## config.mk

```make
export PLATFORM = sky130hd
export DESIGN_NAME = instr_fetch_unit
export DESIGN_NICKNAME = d
export VERILOG_FILES = /design/src/rtl/rsm_pkg.sv /design/src/rtl/instr_decoder.sv /design/src/rtl/instr_fetch_unit.sv
export SDC_FILE = /design/constraint.sdc
export NUM_CORES = 1
export LEC_CHECK = 0
export BUFFER_PORTS_ARGS = -buffer_cell sky130_fd_sc_hd__buf_4
export CAP_MARGIN = 10
export CORE_UTILIZATION = 45
export CTS_CLUSTER_SIZE = 30
export DETAILED_ROUTE_END_ITERATION = 10
export HOLD_SLACK_MARGIN = 0.05
export PLACE_DENSITY = 0.94
export SYNTH_ARGS = -nofsm -noshare
export SYNTH_HDL_FRONTEND = slang
export SYNTH_SLANG_ARGS = --single-unit
```

## constraint.sdc

```tcl
create_clock -name clk -period 4.7 [get_ports clk]
set_input_delay 0 -clock clk [delete_from_list [all_inputs] [get_ports clk]]
set_output_delay 0 -clock clk [all_outputs]
set_load 0.005 [all_outputs]
```

## src/rtl/rsm_pkg.sv

```systemverilog
// Shared types and constants for the multicycle controller's fetch front end.
package rsm_pkg;

  typedef enum logic [1:0] {
    FETCH = 2'd0,
    ISSUE = 2'd1,
    EXEC  = 2'd2,
    HALT  = 2'd3
  } fetch_state_t;

  localparam logic [2:0] OPC_HALT = 3'b111;

  // Instruction field positions (msb/lsb) within the 16-bit IR
  localparam int OPC_MSB   = 15;
  localparam int OPC_LSB   = 13;
  localparam int ALU_MSB   = 12;
  localparam int ALU_LSB   = 11;
  localparam int RN_MSB    = 10;
  localparam int RN_LSB    = 8;
  localparam int RD_MSB    = 7;
  localparam int RD_LSB    = 5;
  localparam int SHIFT_MSB = 4;
  localparam int SHIFT_LSB = 3;
  localparam int RM_MSB    = 2;
  localparam int RM_LSB    = 0;

  localparam logic [1:0] REG_SEL_RM = 2'b00;
  localparam logic [1:0] REG_SEL_RD = 2'b01;
  localparam logic [1:0] REG_SEL_RN = 2'b10;

  function automatic logic [15:0] sext8(input logic [7:0] v);
    return {{8{v[7]}}, v};
  endfunction

  function automatic logic [15:0] sext5(input logic [4:0] v);
    return {{11{v[4]}}, v};
  endfunction

endpackage

```

## src/rtl/instr_decoder.sv

```systemverilog
// Combinational field extraction from the IR plus register-number mux for the regfile.
module instr_decoder
  import rsm_pkg::*;
(
  input  logic [15:0] ir,
  input  logic [1:0]  reg_sel,
  output logic [2:0]  opcode,
  output logic [1:0]  alu_op,
  output logic [1:0]  shift_op,
  output logic [2:0]  reg_num,
  output logic [15:0] sximm8,
  output logic [15:0] sximm5
);

  assign opcode   = ir[OPC_MSB:OPC_LSB];
  assign alu_op   = ir[ALU_MSB:ALU_LSB];
  assign shift_op = ir[SHIFT_MSB:SHIFT_LSB];
  assign sximm8   = sext8(ir[7:0]);
  assign sximm5   = sext5(ir[4:0]);

  always_comb begin
    reg_num = 3'b000;
    case (reg_sel)
      REG_SEL_RM: reg_num = ir[RM_MSB:RM_LSB];
      REG_SEL_RD: reg_num = ir[RD_MSB:RD_LSB];
      REG_SEL_RN: reg_num = ir[RN_MSB:RN_LSB];
      default:    reg_num = 3'b000;
    endcase
  end

endmodule

```

## src/rtl/instr_fetch_unit.sv

```systemverilog
// Fetches instructions into the IR, issues one start per instruction and
// waits for the controller to return to idle before fetching the next.
module instr_fetch_unit
  import rsm_pkg::*;
#(
  parameter int ADDR_W   = 8,
  parameter int RESET_PC = 0
) (
  input  logic              clk,
  input  logic              rst_n,
  output logic              mem_req,
  output logic [ADDR_W-1:0] mem_addr,
  input  logic [15:0]       mem_rdata,
  input  logic              mem_rvalid,
  input  logic              ctrl_waiting,
  input  logic [1:0]        ctrl_reg_sel,
  output logic              start,
  output logic [2:0]        opcode,
  output logic [1:0]        alu_op,
  output logic [1:0]        shift_op,
  output logic [2:0]        reg_num,
  output logic [15:0]       sximm8,
  output logic [15:0]       sximm5,
  output logic [15:0]       ir,
  output logic [ADDR_W-1:0] pc,
  output logic              halted
);

  localparam logic [ADDR_W-1:0] PC_INIT = ADDR_W'(RESET_PC);

  fetch_state_t state;

  always_ff @(posedge clk) begin
    if (!rst_n) begin
      state <= FETCH;
      pc    <= PC_INIT;
      ir    <= 16'h0000;
    end else begin
      case (state)
        FETCH: begin
          if (mem_rvalid) begin
            ir    <= mem_rdata;
            pc    <= pc + ADDR_W'(1);
            state <= ISSUE;
          end
        end
        ISSUE: begin
          // Controller dropping waiting means it accepted the start pulse
          if (!ctrl_waiting)
            state <= (ir[OPC_MSB:OPC_LSB] == OPC_HALT) ? HALT : EXEC;
        end
        EXEC: begin
          if (ctrl_waiting)
            state <= FETCH;
        end
        default: state <= HALT;
      endcase
    end
  end

  // Request lines are held low for the whole reset cycle, whatever the state
  assign mem_req  = rst_n && (state == FETCH);
  assign start    = rst_n && (state == ISSUE);
  assign halted   = (state == HALT);
  assign mem_addr = pc;

  instr_decoder u_decoder (
    .ir       (ir),
    .reg_sel  (ctrl_reg_sel),
    .opcode   (opcode),
    .alu_op   (alu_op),
    .shift_op (shift_op),
    .reg_num  (reg_num),
    .sximm8   (sximm8),
    .sximm5   (sximm5)
  );

endmodule

```

# Word-level counts from Yosys, hierarchy flattened
# Cells that the tools add are included.
dict set report classes {
  add_sub_neg 1
  n_mul 0
  n_div 0
  order_cmp 0
  n_eq_ne 9
  shift 0
  muxes 6
  n_bitwise 0
  reduce_logical 6
}
# operator count
set ops {}
lappend ops {{$pmux W3 S3} 1}
lappend ops {{$add A8 B1 Y8 const B} 1}
lappend ops {{$eq A2 B2 Y1 const B} 3}
lappend ops {{$mux W2} 3}
lappend ops {{$ne A2 B2 Y1 const B} 3}
lappend ops {{$pmux W2 S3} 1}
lappend ops {{$eq A2 B1 Y1 const B} 2}
lappend ops {{$logic_not A2 Y1} 2}
lappend ops {{$eq A3 B3 Y1 const B} 1}
lappend ops {{$reduce_and A3 Y1} 1}
lappend ops {{$logic_and A1 B1 Y1} 2}
lappend ops {{$reduce_and A2 Y1} 1}
lappend ops {{$mux W1} 1}
dict set report totals {
  reg_bits 26
  latchBits 0
  ram_bits 0
  rom_bits 0
  in_bits 22
  word_cells 25
  memories 0
}

# Logic depth before layout (Yosys ltp)
# Gate-level depths: netlist of the first run.
dict set report depth {
  depth_word 4
  ltp_mapped 5
}

# By module
# A second synthesis of the first run with hierarchy kept.
dict set report hier_totals {
  cells_unflattened 181
  hier_area_um2 1496.4
}
# module instances cells_each area_per_inst_um2 seq_area_each_um2
set by_module_without_submodules {}
lappend by_module_without_submodules {instr_fetch_unit 1 135 1141.1 520.5}
lappend by_module_without_submodules {instr_decoder 1 46 355.3 0.0}

# Least setup slack after synthesis of the first run
# Ideal clock, no wire load.
dict set report synth_timing {
  kind {reg2reg}
  start {register state[0]}
  end {register pc[5] (netlist: mem_addr[5])}
  setup_time_ps 70
  arrival_ps 1441
  t_required_ps 4630
  path_slack_ps 3189
  path_stages_with_launch 5
  n_path_buf 1
  cell_sequence {dfxtp_1 > or3b_1 > clkbuf_2 > or4_1 > a21boi_1}
}
dict set report synth_via {
  elab_chain_len 2
}
# item line
set synth_lines {}
lappend synth_lines {{from (decl)} instr_fetch_unit.sv:31} ;# fetch_state_t state;
lappend synth_lines {{from (signal assigned)} instr_fetch_unit.sv:50} ;# state <= (ir[OPC_MSB:OPC_LSB] == OPC_HALT) ? HALT : EXEC;
lappend synth_lines {{$logic_not A2 Y1} instr_fetch_unit.sv:39} ;# case (state)
lappend synth_lines {{$reduce_and A2 Y1 (no line)} -}
lappend synth_lines {{to (signal assigned)} instr_fetch_unit.sv:43} ;# pc <= pc + ADDR_W'(1);
lappend synth_lines {{to (decl)} instr_fetch_unit.sv:25} ;# output logic [ADDR_W-1:0] pc,
# No other way between the ends.
# A chain may end at the register's enable or synchronous reset.

# Worst setup path after layout of the first run
# Ends and elaborated chain as after synthesis.

==> reports/qor.yml, run 1 <==
timing:
  tightest_slew_ns: 1.186
  slew_headroom_pct: 20.56
  rsz0062_at_grt: "no"
  setup_tns_ns: 0
  skew_ns: 0.004140
  fmax_ghz: 0.5225
  maxSlewViolCount: 0
  min_period_over_period_pct: 40.72
  hold_violations: 0
  finalSetupViolCount: 0
  layout_min_cycle_time_ns: 1.914
clock_network:
  h-tree-depth: 1
  ctsResizeCount: 0
  cts_tree: "built"
  cts_num_sinks: 26
  cts_buffer_depth: 2
  cts_buffers: 3
  post_cts_buffers: 0
  insertion_delay_ns: 0.32
  clk_pin_slew_ns: 0.14
  cts_hold_buf: 16
  cts-root-buf: "clkbuf_4"
synthesis:
  synth_commonest_cells: "buf_4 (47), nand2_1 (43), dfxtp_1 (26)"
  synthArstFlopShare_pct: 0
  ys_types: 27
  yosysMostFrequentCell: "buf_4"
  postSynthCellCount: 184
  synthFlopType: "dfxtp_1"
  synth_edf_count: 0
  synthesis.nets: 207
  synth_warnings: 0
  ys_seq_area_share_pct: 34.78
  synth_seq_cells: 26
  synth_area_leaders: "dfxtp_1 (35%), buf_4 (24%), nand2_1 (11%)"
  syn_area_um2: 1496
  synth.avg_cell_area_um2: 8.133
  yosys.area.top_type_share_pct: 34.78
  yosysTopAreaCell: "dfxtp_1"
power:
  comb_power_share_pct: 25.6
  power.switching_mw: 0.1314
  peakVddDrop_mv: 0.2800
  p_int_mw: 0.3579
  p_total_mw: 0.4892
  power-per-cell-area_nw_per_um2: 231.4
  seqPwrFrac_pct: 51.1
  p_leak_nw: 1.012
  switching_share_pct: 26.85
  power_frac_clock_pct: 23.3
detailed_routing:
  drtIter0Drc: 46
  vias_per_cell: 4.743
  wl_per_cell_um: 12.35
  vias: 1385
  drtAntennaViolNets: 0
  drt_pass1_iterations: 4
  drc_errors: 0
  routed_wirelength_mm: 3.606
global_route:
  grt_max_degree: 33
  track_usage_pct: 19.82
  grt_pass1_wl_mm: 5.347
  grt_pass1_vias: 1218
  grt_overflow_total: 0
  grt_antenna_before_repair: 0
placed_design:
  portBuffers: 98
  place_congestion: 0.7320
  dpl.hpwl_mm: 2.436
  place_inst: 271
worst_hold_path:
  hp-class: "input port to flop"
flow_run:
  max-cap-violations: 0
floorplanning:
  ioPinCount: 99
  die_area_um2: 3560
  core_um2: 3103
  die_h_um: 59.67
  die_x_um: 59.67
  initial_core_util_pct: 48.23
  rows: 20
worst_setup_path:
  cpPeakStageDelay_ns: 0.72
  worstPathRequired_ns: 4.97
  cp_top_family: "simple AND/OR/NAND/NOR gates"
  crit_chain: "or3b_1 > or4_1 > a21boi_1"
  critPathArrivalTime_ns: 2.18
  worstPathMaxFanout: 24
  crit_buf_inv: 0
  critPathKind: "flop to flop"
  cp_slowest_cell: "or3b_1"
  start_kind: "flop"
  endpoint_kind: "flop"
layout:
  area_delta_synth_final_pct: 41.30
  final_nets: 272
  final_core_util_pct: 68.15
  drive_gt1_share_pct: 41.53
  antenna_cells: 0
  fin_cells: 292
run_status:
  status: "completed"
cells by family after synthesis:
family,after synthesis,share of synthesized area (%)
and+or+nand+nor,63,19.40
adders and majority gates,2,1.505
buffers and inverters,59,26.67
DFF,26,34.78
muxes,7,4.682
xor gates and xnor gates,1,0.5854
AOI/OAI and AO/OA,26,12.37
power groups by stage:
stage / registers, mW / logic (mW) / clock network [mW]
after global placement: 0.254 / 0.110 / 0
after floorplan: 0.252 / 0.0696 / 0
after global routing: 0.253 / 0.137 / 0.124
after detailed placement: 0.255 / 0.114 / 0
after CTS: 0.250 / 0.125 / 0.115
final: 0.250 / 0.125 / 0.114
area by class of cell:
cell class,count,area (µm²)
clock buffer,4,36.28
sequential,26,520.5
timing repair buffer,115,905.9
tap,44,55.05
multi-input combinational,99,581.8
inverter,4,15.01
fill,275,988.4
flip-flops by register name, summed over array words and instances (netlist names):
name / flops
ir: 16
mem_addr: 8
state: 2
placed cells by master (no fill, tap or decap), drive strengths merged:
| cell | instances |
|---|---|
| buf | 98 |
| nand2 | 43 |
| dfxtp | 26 |
| a21boi | 19 |
| dlygate4sd3 | 17 |
| mux2i | 7 |
| o21ai | 4 |
| inv | 4 |
| clkbuf | 4 |
| and2 | 3 |
| nand2b | 3 |
| nor2b | 2 |
| nand4 | 2 |
| nor3 | 2 |
| nand3 | 2 |
| nor3b | 2 |
| and3b | 1 |
| or3b | 1 |
| nor4 | 1 |
| maj3 | 1 |
| o31ai | 1 |
| or4 | 1 |
| xnor2 | 1 |
| a311o | 1 |
| a21oi | 1 |
| ha | 1 |
metrics by stage:
step                      worst slack, ns  hold slack [ns]  area (µm²)
after floorplan                     3.189          0.08334        1496
after global placement              2.849           0.2632        1908
after detailed placement            2.788           0.2676        1908
after CTS                           2.758          0.05845        2105
after global routing                2.650          0.09348        2115
final                               2.786          0.08270        2115
worst paths after layout:
| kind | from | end | slack (ns) | cells past startpoint |
|---|---|---|---|---|
| worst max-delay path | state[0]$_SDFFE_PN0P_ | mem_addr[5]$_SDFFE_PN0P_ | 2.79 | 3 |
| worst min-delay path | ctrl_waiting | state[0]$_SDFFE_PN0P_ | 0.08 | 4 |
| worst max register to register | state[0]$_SDFFE_PN0P_ | mem_addr[5]$_SDFFE_PN0P_ | 2.79 | 3 |
| worst min register to register | ir[10]$_SDFFE_PN0P_ | ir[10]$_SDFFE_PN0P_ | 0.50 | 2 |
metal layers:
layer  vias up  wire, µm  part of all wire [%]  GRT usage, %
met1       637      1389                    39         20.83
li1        676         -                     -             -
met4         0        15                  0.42         2.990
met2        70      1881                    52         39.05
met5         -         0                     0             0
met3         2       318                   8.8         5.628
tightest hold or removal path, cell delays in order:
cell and delay [ns]:
buf_4 0.09, a311o_1 0.11, a21oi_1 0.06, nor2b_1 0.10
Note: power is estimated with default switching activity, not from simulation.
==> run 2: changes to the inputs <==
- ABC_AREA: default -> 1
- CORE_UTILIZATION: 45 -> 37
- PLACE_DENSITY: 0.94 -> 0.84
- clock period: 4.7 -> 1.6 ns (I/O delays scaled with it)
==> run 2 against run 1 <==
  * Maximum frequency increased by 51%
  * Register-to-register slack got worse by 2.5 ns
  * Clock power increased to 4.7 times the previous value
  * Non-clock buffer count increased by 2
  * Design area increased by 1.1%
  * Cell count increased by 8.9%
  * Synthesized cell count increased by 9.8%
  * Flip-flop and latch count unchanged
  * Largest cell class unchanged
  * Highest routed layer unchanged
==> reports/qor.yml, run 2 <==
global_route:
  grt_overflow_total: 0
  grt_pass1_vias: 1212
  track_usage_pct: 15.96
  grt_antenna_before_repair: 0
  grt_pass1_wl_mm: 5.299
  grt_max_degree: 25
synthesis:
  syn_area_um2: 1480
  synth_seq_cells: 26
  yosysTopAreaCell: "dfxtp_1"
  yosys.area.top_type_share_pct: 35.16
  synth_area_leaders: "dfxtp_1 (35%), buf_4 (24%), nor2_1 (12%)"
  ys_seq_area_share_pct: 35.16
  synthFlopType: "dfxtp_1"
  postSynthCellCount: 202
  synth_warnings: 0
  ys_types: 23
  yosysMostFrequentCell: "buf_4"
  synth_edf_count: 0
  synth_commonest_cells: "buf_4 (48), nor2_1 (47), dfxtp_1 (26)"
  synthesis.nets: 225
  synthArstFlopShare_pct: 0
  synth.avg_cell_area_um2: 7.328
floorplanning:
  core_um2: 3744
  rows: 22
  die_x_um: 65.25
  die_h_um: 65.25
  initial_core_util_pct: 39.54
  die_area_um2: 4258
  ioPinCount: 99
worst_hold_path:
  min_delay_path_depth: 3
  holdPathEnd: "mem_addr[5]$_SDFFE_PN0P_"
  hp-class: "input port to flop"
  hp-start: "rst_n"
worst_setup_path:
  critPathArrivalTime_ns: 1.44
  worstPathRequired_ns: 1.77
  worstPathMaxFanout: 20
  start_kind: "flop"
  critPathKind: "flop to flop"
  endpoint_kind: "flop"
  rr_worst_depth: 6
  r2r_slack_ns: 0.33
  r2r-start: "state[0]$_SDFFE_PN0P_"
  rr_endpoint: "mem_addr[5]$_SDFFE_PN0P_"
detailed_routing:
  wl_per_cell_um: 11.26
  vias_per_cell: 4.494
  drtIter0Drc: 23
  drtAntennaViolNets: 0
  drc_errors: 0
  drt_pass1_iterations: 4
  vias: 1429
  routed_wirelength_mm: 3.580
layout:
  drive_gt1_share_pct: 41.48
  multi_input_area_um2: 523.0
  area_delta_synth_final_pct: 44.38
  nFillCells: 380
  largest_register_ffs: 16
  final_nets: 294
  layout_commonest_cell: "buf_4"
  regMostFlops: "ir"
  seqCellArea_um2: 520.5
  final_core_util_pct: 57.09
  fin_cells: 318
  layout_common_cells: "buf_4 (100), nor2_1 (47), dfxtp_1 (26)"
  antenna_cells: 0
clock_network:
  cts_buffers: 3
  h-tree-depth: 1
  cts_hold_buf: 17
  cts_tree: "built"
  insertion_delay_ns: 0.26
  cts-root-buf: "clkbuf_8"
  cts_buffer_depth: 2
  ctsResizeCount: 0
  clk_pin_slew_ns: 0.09
  post_cts_buffers: 0
  cts_num_sinks: 26
power:
  p_leak_nw: 1.069
  power-per-cell-area_nw_per_um2: 851.0
  peakVddDrop_mv: 0.3299
timing:
  layout_min_cycle_time_ns: 1.267
  skew_ns: 0.005451
  rsz0062_at_grt: "no"
  min_period_over_period_pct: 79.19
  hold_ws_ns: 0.07445
  setup_tns_ns: 0
  maxSlewViolCount: 0
  finalSetupViolCount: 0
  fmax_ghz: 0.7892
  hold_violations: 0
  tightest_slew_ns: 0.4667
  slew_headroom_pct: 68.84
placed_design:
  portBuffers: 98
  place_inst: 297
  place_congestion: 0.7991
  dpl.hpwl_mm: 2.542
run_status:
  status: "completed"
flow_run:
  max-cap-violations: 0
-- run 2: cell types whose count changed in the layout (fill, tap and decap cells not counted), sizes merged, moves of 3 or more --
| cell | delta |
|---|---|
| nand2 | -28 |
| a21boi | -19 |
| nor2 | +51 |
| inv | +7 |
| o21ai | +15 |
| mux2i | -7 |
| nand3 | +13 |
| and2 | -3 |
| nand2b | -3 |
-- run 2: area by class of cell --
cell class / count / share of cell area, %
multi-input cells: 112 / 24.47
flip-flops and latches: 26 / 24.36
inverters: 11 / 1.932
repair buffers: 117 / 43.09
clock buffers: 3 / 1.932
well taps: 48 / 2.810
clock inverters: 1 / 1.405
-- run 2: cell families (layout without fill, tap and decap cells) --
group	count (synthesis)	count (layout)	share of synthesized area, %
simple gates	86	86	25.27
buf+inv	64	132	29.50
flops	26	26	35.16
compound gates	24	24	8.622
xor+xnor	1	1	0.5918
fa+ha+maj	1	1	0.8452
-- run 2: power by group --
part / internal (mW) / total [mW] / switching (mW)
Sequential: 0.702 / 0.775 / 0.0727
Clock: 0.334 / 0.534 / 0.200
Combinational: 0.309 / 0.510 / 0.201
-- run 2: critical path, stage by stage, from the launching register on --
cell     delay [ns]
dfxtp_1        0.35
nor2_2         0.17
nand2_2        0.24
nor2_4         0.17
nand2_2        0.07
o21ai_2        0.11
nor2_1         0.05
-- run 2: metal layers --
metal / GRT usage, % / wire length [µm] / vias up / part of all wire (%)
li1: - / - / 731 / -
met1: 16.06 / 1346 / 637 / 38
met2: 32.09 / 1965 / 57 / 55
met3: 2.951 / 234 / 4 / 6.5
met4: 5.163 / 34 / 0 / 0.95
met5: 0 / 0 / - / 0
-- run 2: how the worst max path moves through the flow --
stage,depth (start not counted),to,startpoint
2_1_floorplan,6,mem_addr[6]$_SDFFE_PN0P_,mem_addr[0]$_SDFFE_PN0P_
6_report,6,mem_addr[5]$_SDFFE_PN0P_,state[0]$_SDFFE_PN0P_
5_1_grt,6,mem_addr[5]$_SDFFE_PN0P_,state[0]$_SDFFE_PN0P_
4_1_cts,6,mem_addr[5]$_SDFFE_PN0P_,state[0]$_SDFFE_PN0P_
3_3_place_gp,6,mem_addr[5]$_SDFFE_PN0P_,state[0]$_SDFFE_PN0P_
3_5_place_dp,6,mem_addr[5]$_SDFFE_PN0P_,state[0]$_SDFFE_PN0P_
-- run 2: stage by stage --
stage	power, mW	worst slack (ns)	instance area, µm²
after CTS	1.845	0.3192	2137
after global placement	1.254	0.4014	1896
after floorplan	1.092	0.4994	1480
after detailed placement	1.267	0.3390	1896
final	1.819	0.3329	2137
after global routing	1.934	0.2442	2137
